### src/rtl/cycle_ctrl_if.sv
// cycle_ctrl_if -- control/handshake bundle between the multi-cycle
// controller and its datapath/memory.
//   master : the controller (drives strobes, samples IR fields, flags, mem_ready)
//   slave  : datapath side (drives IR fields, flags, mem_ready; samples strobes)
// Signals:
//   opcode[3:0], cond[2:0], flags[2:0] {Z,V,N}, mem_ready  -- toward controller
//   mem_read, mem_write, addr_sel, ir_write, pc_write, reg_write, mem_to_reg,
//   alu_src, branch_taken, halted, flag_write[2:0] {Z,V,N}, state[2:0]
interface cycle_ctrl_if;
  logic [3:0] opcode;
  logic [2:0] cond;
  logic [2:0] flags;
  logic       mem_ready;
  logic       mem_read;
  logic       mem_write;
  logic       addr_sel;
  logic       ir_write;
  logic       pc_write;
  logic       reg_write;
  logic       mem_to_reg;
  logic       alu_src;
  logic       branch_taken;
  logic       halted;
  logic [2:0] flag_write;
  logic [2:0] state;

  modport master (
    input  opcode, cond, flags, mem_ready,
    output mem_read, mem_write, addr_sel, ir_write, pc_write, reg_write,
           mem_to_reg, alu_src, branch_taken, halted, flag_write, state
  );

  modport slave (
    output opcode, cond, flags, mem_ready,
    input  mem_read, mem_write, addr_sel, ir_write, pc_write, reg_write,
           mem_to_reg, alu_src, branch_taken, halted, flag_write, state
  );
endinterface

### src/rtl/cycle_ctrl.sv
// cycle_ctrl -- multi-cycle CPU control FSM
// (IDLE, FETCH, DECODE, EXEC, MEM, WB, HALT).
// Ports:
//   clk   : system clock, state advances on the rising edge
//   rst_n : asynchronous active-low reset; forces IDLE and all-zero outputs
//   bus   : cycle_ctrl_if.master -- IR fields, flags, memory handshake and
//           every control strobe, plus the debug state code
// Strobes are decoded from the state register (and mem_ready/opcode/flags)
// so that a completing memory access can write IR/PC in the same cycle and
// reset zeroes every output without waiting for a clock edge.
module cycle_ctrl (
  input  logic           clk,
  input  logic           rst_n,
  cycle_ctrl_if.master   bus
);

  typedef enum logic [2:0] {
    IDLE   = 3'd0,
    FETCH  = 3'd1,
    DECODE = 3'd2,
    EXEC   = 3'd3,
    MEM    = 3'd4,
    WB     = 3'd5,
    HALT   = 3'd6
  } state_t;

  localparam logic [3:0] OP_LW  = 4'h8;
  localparam logic [3:0] OP_SW  = 4'h9;
  localparam logic [3:0] OP_B   = 4'hC;
  localparam logic [3:0] OP_BR  = 4'hD;
  localparam logic [3:0] OP_HLT = 4'hF;

  state_t     state_r;
  state_t     next_state_s;
  logic       rel_r;
  logic       mem_read_s;
  logic       mem_write_s;
  logic       addr_sel_s;
  logic       ir_write_s;
  logic       pc_write_s;
  logic       reg_write_s;
  logic       mem_to_reg_s;
  logic       alu_src_s;
  logic       branch_taken_s;
  logic       halted_s;
  logic [2:0] flag_write_s;
  logic       taken_s;

  // Branch condition evaluation against flags {Z,V,N}.
  function automatic logic cond_met(input logic [2:0] c, input logic [2:0] f);
    logic z;
    logic v;
    logic n;
    z = f[2];
    v = f[1];
    n = f[0];
    case (c)
      3'b000:  cond_met = !z;
      3'b001:  cond_met = z;
      3'b010:  cond_met = !z && !n;
      3'b011:  cond_met = n;
      3'b100:  cond_met = z || (!z && !n);
      3'b101:  cond_met = n || z;
      3'b110:  cond_met = v;
      3'b111:  cond_met = 1'b1;
      default: cond_met = 1'b0;
    endcase
  endfunction

  // Opcodes whose second ALU operand is the immediate/offset.
  function automatic logic uses_imm(input logic [3:0] op);
    uses_imm = ((op >= 4'h4) && (op <= 4'h6)) || ((op >= 4'h8) && (op <= 4'hC));
  endfunction

  // Reset-release flag: the FSM leaves IDLE only once this has been set,
  // so FETCH is reached on the second rising edge after rst_n rises.
  always_ff @(posedge clk or negedge rst_n) begin
    if (!rst_n) begin
      rel_r <= 1'b0;
    end else begin
      rel_r <= 1'b1;
    end
  end

  // State register.
  always_ff @(posedge clk or negedge rst_n) begin
    if (!rst_n) begin
      state_r <= IDLE;
    end else begin
      state_r <= next_state_s;
    end
  end

  // Next-state and control-strobe decode.
  always_comb begin
    next_state_s   = state_r;
    mem_read_s     = 1'b0;
    mem_write_s    = 1'b0;
    addr_sel_s     = 1'b0;
    ir_write_s     = 1'b0;
    pc_write_s     = 1'b0;
    reg_write_s    = 1'b0;
    mem_to_reg_s   = 1'b0;
    alu_src_s      = 1'b0;
    branch_taken_s = 1'b0;
    halted_s       = 1'b0;
    flag_write_s   = 3'b000;
    taken_s        = 1'b0;
    case (state_r)
      IDLE: begin
        if (rel_r) begin
          next_state_s = FETCH;
        end else begin
          next_state_s = IDLE;
        end
      end
      FETCH: begin
        mem_read_s = 1'b1;
        if (bus.mem_ready) begin
          ir_write_s   = 1'b1;
          pc_write_s   = 1'b1;
          next_state_s = DECODE;
        end else begin
          next_state_s = FETCH;
        end
      end
      DECODE: begin
        if (bus.opcode == OP_HLT) begin
          next_state_s = HALT;
        end else begin
          next_state_s = EXEC;
        end
      end
      EXEC: begin
        alu_src_s = uses_imm(bus.opcode);
        case (bus.opcode)
          4'h0, 4'h1:             flag_write_s = 3'b111;
          4'h2, 4'h4, 4'h5, 4'h6: flag_write_s = 3'b100;
          default:                flag_write_s = 3'b000;
        endcase
        if ((bus.opcode == OP_B) || (bus.opcode == OP_BR)) begin
          taken_s        = cond_met(bus.cond, bus.flags);
          branch_taken_s = taken_s;
          pc_write_s     = taken_s;
          next_state_s   = FETCH;
        end else if ((bus.opcode == OP_LW) || (bus.opcode == OP_SW)) begin
          next_state_s = MEM;
        end else begin
          next_state_s = WB;
        end
      end
      MEM: begin
        addr_sel_s = 1'b1;
        alu_src_s  = 1'b1;
        if (bus.opcode == OP_LW) begin
          mem_read_s = 1'b1;
          if (bus.mem_ready) begin
            next_state_s = WB;
          end else begin
            next_state_s = MEM;
          end
        end else if (bus.opcode == OP_SW) begin
          mem_write_s = 1'b1;
          if (bus.mem_ready) begin
            next_state_s = FETCH;
          end else begin
            next_state_s = MEM;
          end
        end else begin
          // Only loads/stores reach MEM; anything else is abandoned.
          next_state_s = FETCH;
        end
      end
      WB: begin
        reg_write_s  = 1'b1;
        mem_to_reg_s = (bus.opcode == OP_LW);
        next_state_s = FETCH;
      end
      HALT: begin
        halted_s     = 1'b1;
        next_state_s = HALT;
      end
      default: begin
        next_state_s = IDLE;
      end
    endcase
  end

  assign bus.mem_read     = mem_read_s;
  assign bus.mem_write    = mem_write_s;
  assign bus.addr_sel     = addr_sel_s;
  assign bus.ir_write     = ir_write_s;
  assign bus.pc_write     = pc_write_s;
  assign bus.reg_write    = reg_write_s;
  assign bus.mem_to_reg   = mem_to_reg_s;
  assign bus.alu_src      = alu_src_s;
  assign bus.branch_taken = branch_taken_s;
  assign bus.halted       = halted_s;
  assign bus.flag_write   = flag_write_s;
  assign bus.state        = state_r;

endmodule
### src/flat_wrapper.sv
// flat-port wrapper written by rule: the top's interface ports become plain ports
module cycle_ctrl_flat 
  (clk, rst_n, bus_opcode, bus_cond, bus_flags, bus_mem_ready, bus_mem_read, bus_mem_write, bus_addr_sel, bus_ir_write, bus_pc_write, bus_reg_write, bus_mem_to_reg, bus_alu_src, bus_branch_taken, bus_halted, bus_flag_write, bus_state);
  cycle_ctrl_if bus_i ();
  input  logic clk;
  input  logic rst_n;
  input wire logic [$bits(bus_i.opcode)-1:0] bus_opcode;
  input wire logic [$bits(bus_i.cond)-1:0] bus_cond;
  input wire logic [$bits(bus_i.flags)-1:0] bus_flags;
  input wire logic [$bits(bus_i.mem_ready)-1:0] bus_mem_ready;
  output wire logic [$bits(bus_i.mem_read)-1:0] bus_mem_read;
  output wire logic [$bits(bus_i.mem_write)-1:0] bus_mem_write;
  output wire logic [$bits(bus_i.addr_sel)-1:0] bus_addr_sel;
  output wire logic [$bits(bus_i.ir_write)-1:0] bus_ir_write;
  output wire logic [$bits(bus_i.pc_write)-1:0] bus_pc_write;
  output wire logic [$bits(bus_i.reg_write)-1:0] bus_reg_write;
  output wire logic [$bits(bus_i.mem_to_reg)-1:0] bus_mem_to_reg;
  output wire logic [$bits(bus_i.alu_src)-1:0] bus_alu_src;
  output wire logic [$bits(bus_i.branch_taken)-1:0] bus_branch_taken;
  output wire logic [$bits(bus_i.halted)-1:0] bus_halted;
  output wire logic [$bits(bus_i.flag_write)-1:0] bus_flag_write;
  output wire logic [$bits(bus_i.state)-1:0] bus_state;
  assign bus_i.opcode = bus_opcode;
  assign bus_i.cond = bus_cond;
  assign bus_i.flags = bus_flags;
  assign bus_i.mem_ready = bus_mem_ready;
  assign bus_mem_read = bus_i.mem_read;
  assign bus_mem_write = bus_i.mem_write;
  assign bus_addr_sel = bus_i.addr_sel;
  assign bus_ir_write = bus_i.ir_write;
  assign bus_pc_write = bus_i.pc_write;
  assign bus_reg_write = bus_i.reg_write;
  assign bus_mem_to_reg = bus_i.mem_to_reg;
  assign bus_alu_src = bus_i.alu_src;
  assign bus_branch_taken = bus_i.branch_taken;
  assign bus_halted = bus_i.halted;
  assign bus_flag_write = bus_i.flag_write;
  assign bus_state = bus_i.state;
  cycle_ctrl u_core (.clk(clk), .rst_n(rst_n), .bus(bus_i));
endmodule
### config.mk
export PLATFORM = sky130hd
export DESIGN_NAME = cycle_ctrl_flat
export DESIGN_NICKNAME = d
export VERILOG_FILES = /design/src/rtl/cycle_ctrl_if.sv /design/src/rtl/cycle_ctrl.sv /design/src/flat_wrapper.sv
export SDC_FILE = /design/constraint.sdc
export NUM_CORES = 1
export LEC_CHECK = 0
export CORE_AREA = 2 2 39 41
export DETAILED_ROUTE_END_ITERATION = 8
export DIE_AREA = 0 0 41 43
export MAX_ROUTING_LAYER = met4
export PLACE_DENSITY = 0.82
export SETUP_SLACK_MARGIN = 0.4
export SYNTH_ARGS = -nofsm -noshare
export SYNTH_HDL_FRONTEND = slang
export SYNTH_SLANG_ARGS = --single-unit
### constraint.sdc
create_clock -name clk -period 2.6 [get_ports clk]
set_clock_uncertainty 0.05 [all_clocks]
set_input_delay 0.52 -clock clk [delete_from_list [all_inputs] [get_ports clk]]
set_output_delay 0.52 -clock clk [all_outputs]
set_load 0.02 [all_outputs]
==> results.md <==
- Avg Inst Size Synth: 8.66 um2
- IO Pins: 29
- Worst Path Required: 2.03 ns
- RSZ-0062 raised after global routing: yes
- Mapped cell area: around 420 um2
- Grt total ovfl: 0
- Yosys cell types: 35
- Nets: 108
- Startpoint types: input port
- Final worst path period need: 2.28 ns
- Min Hold Slack: about 0.44 ns
- Clock buffer depth: 2
- Max frequency: approximately 440 MHz
- Crit path cell chain: buf_8 > or3b_4 > a311oi_4 > a2111oi_4 > or2_4 > buf_6
- Synth Flop Type: dfrtp_1
- Die extent in y: roughly 43 um
- Drt wl/cell: between 10 and 15 um
- Worst setup EP type: output port
- Area growth from synthesis to layout: 124%
- Antenna violations before repair: 0
- Htree depth: 1
- First-pass GRT wire length: between 2000 and 2500 um
- Antenna Cells: 0
- Reg2reg path depth: 5
- Commonest cells after routing, fill and taps aside: buf_4, dlygate4sd2_1, buf_6
- Final Cell Area: between 900 and 1000 um2
- Largest net degree at the start of global routing: 11
- Arrival @ worst endpoint: 1.71 ns
- Initial DRT Pass Iterations: 4
- FP Rows: 14
- Routability cong.: 0.797
- FF+latch count, synth: 4
- Worst R2R Start: u_core.bus.state[2]
- Warnings, synthesis: 0
- Period utilization: about 90%
- Sequential area share after synthesis: a little under a quarter
- P per Cell Area: between 700 and 800 nW/um2
- Detail Route Antenna Nets: 0
- Fraction of layout cells with a size suffix above 1: 50.5%
- Initial drt markers: 9
- Hold WC Path Type: in -> async
- Crit path largest cell delay: 0.39 ns
- Drt total wl: ~1600 um
- Fin worst setup slack: between 0.3 and 0.4 ns
- All-Layer GR Usage: 21.1%
- DIE AREA: ~1800 um2
- Worst setup path class: in -> out
- Die W: 41 um
- Buf+Inv Stages, Crit Path: 2
- CP max-delay cell: or3b_4
- Final Max Tran Viols: 0
- DP Area: ~800 um2
- Clk slew on worst S/H paths: 0.04 ns
- Setup TNS: 0 ns
- Post-route DRC: 0
- Root Driver: clkbuf_4
- Clk_lat worst skew: between 0.2 and 0.25 ns
- Max Cap Viol: 0
- CTS tree: built
- Starting Density: 30.7%
- Async S/R FF share, synth: between 90% and 100%
- Post-synth EDFFs: 0
- Critical R2R Capture: u_core.bus.state[1]
- Setup-failing EPs final: 0
- I/O Buffers: 28
- Post-route insts no fill: 109
- Number of global-route vias before repair: roughly 550
- Inserted Clock Buffers: 3
- CTS Sinks: 4
- Via count: 560
- Syn Nets: a little over 60
- Critical path peak fanout: 2
- Flop-to-flop setup slack: between 1 and 1.5 ns
- Fin. Hold Viols: 0
- Leak: 0.450 nW
- CTS Hold Bufs: 0
- Syn Inst Count: 49
- Via-to-Cell Ratio: roughly 5
- Commonest non-fill, non-tap cell in the layout: buf_4
- Top delay family on crit path: simple AND/OR/NAND/NOR gates
- Detail Placement HPWL: ~1100 um
- Status: finished, final reports clean
- Core ar.: 1380 um2
- DP Cell Count: 103
- Peak supply drop: between 0.5 and 0.6 mV
- Pre-CTS setup slack: -0.593 ns
==> power by group <==
| group | internal [mW] | total [mW] | switching, mW |
|---|---|---|---|
| combinational | 0.241 | 0.486 | 0.245 |
| sequential | 0.0880 | 0.128 | 0.0398 |
| clock | 0.0515 | 0.0744 | 0.0229 |
==> timing repair <==
item                                    CTS  global route
buffers inserted                          1             2
resized for setup                        81            11
endpoints found under the setup margin   13             8
pin swaps                                 7             2
==> sequential cells by signal (all words and copies together) (netlist names) <==
signal and flops:
u_core.bus.state 3, u_core.rel_r 1
==> synthesized netlist by cell type, drive strengths merged, types with 2 or more instances <==
| cell | number | share of area (%) |
|---|---|---|
| nor2b | 2 | 2.9 |
| a21oi | 3 | 3.5 |
| o221ai | 2 | 4.1 |
| nor3b | 3 | 8.0 |
| and2 | 2 | 2.9 |
| a211oi | 2 | 3.5 |
| inv | 2 | 1.8 |
| dfrtp | 4 | 24 |
| nand2 | 4 | 3.5 |
| or2 | 2 | 2.9 |
| o21ai | 2 | 2.4 |
==> worst reg2reg max path: cells and delay by family, from the launching register on <==
kind	cells	cell delay [ns]
flip-flops	1	0.43
AND/OR/NAND/NOR	3	0.43
buffers and inverters	2	0.26
==> worst max-delay path by stage <==
stage | startpoint | end | slack [ns] | cells after the start
floorplan | bus_cond[1] | bus_pc_write | 0.42 | 4
global placement | bus_flags[0] | bus_pc_write | -0.54 | 6
detailed placement | bus_flags[0] | bus_pc_write | -0.59 | 6
CTS | bus_flags[2] | bus_pc_write | 0.31 | 6
global route | bus_flags[2] | bus_pc_write | 0.29 | 6
finish | bus_flags[2] | bus_pc_write | 0.32 | 6
==> cell type report <==
type / count / area [um2]
Clock buffer: 3 / 22.5
Fill cell: 115 / 434
Inverter: 2 / 7.51
Multi-Input combinational cell: 42 / 402
Sequential cell: 4 / 103
Tap cell: 16 / 20.0
Timing Repair Buffer: 42 / 395
==> per-layer routing <==
metal	wire length [um]	GRT usage [%]
met5	0	-
met4	8	12.0
met3	96	3.66
met2	905	34.7
met1	578	22.1
==> cells by family (layout without fill, tap and decap cells) <==
family / after synthesis / count (layout) / synth area share (%)
buf+inv: 3 / 47 / 3.54
fa+ha+maj: 1 / 1 / 2.36
compound gates: 16 / 16 / 30.4
simple gates: 23 / 23 / 36.6
flops: 4 / 4 / 23.6
mux: 1 / 1 / 2.65
other cells: 1 / 1 / 0.884
==> per-stage QoR <==
step / power [mW] / utilization [%]
detailed placement: 0.547 / 59.3
global placement: 0.540 / 59.3
finish: 0.688 / 68.6
CTS: 0.638 / 64.6
floorplan: 0.341 / -
global route: 0.739 / 68.6
Note: power is estimated with default switching activity, not from simulation.
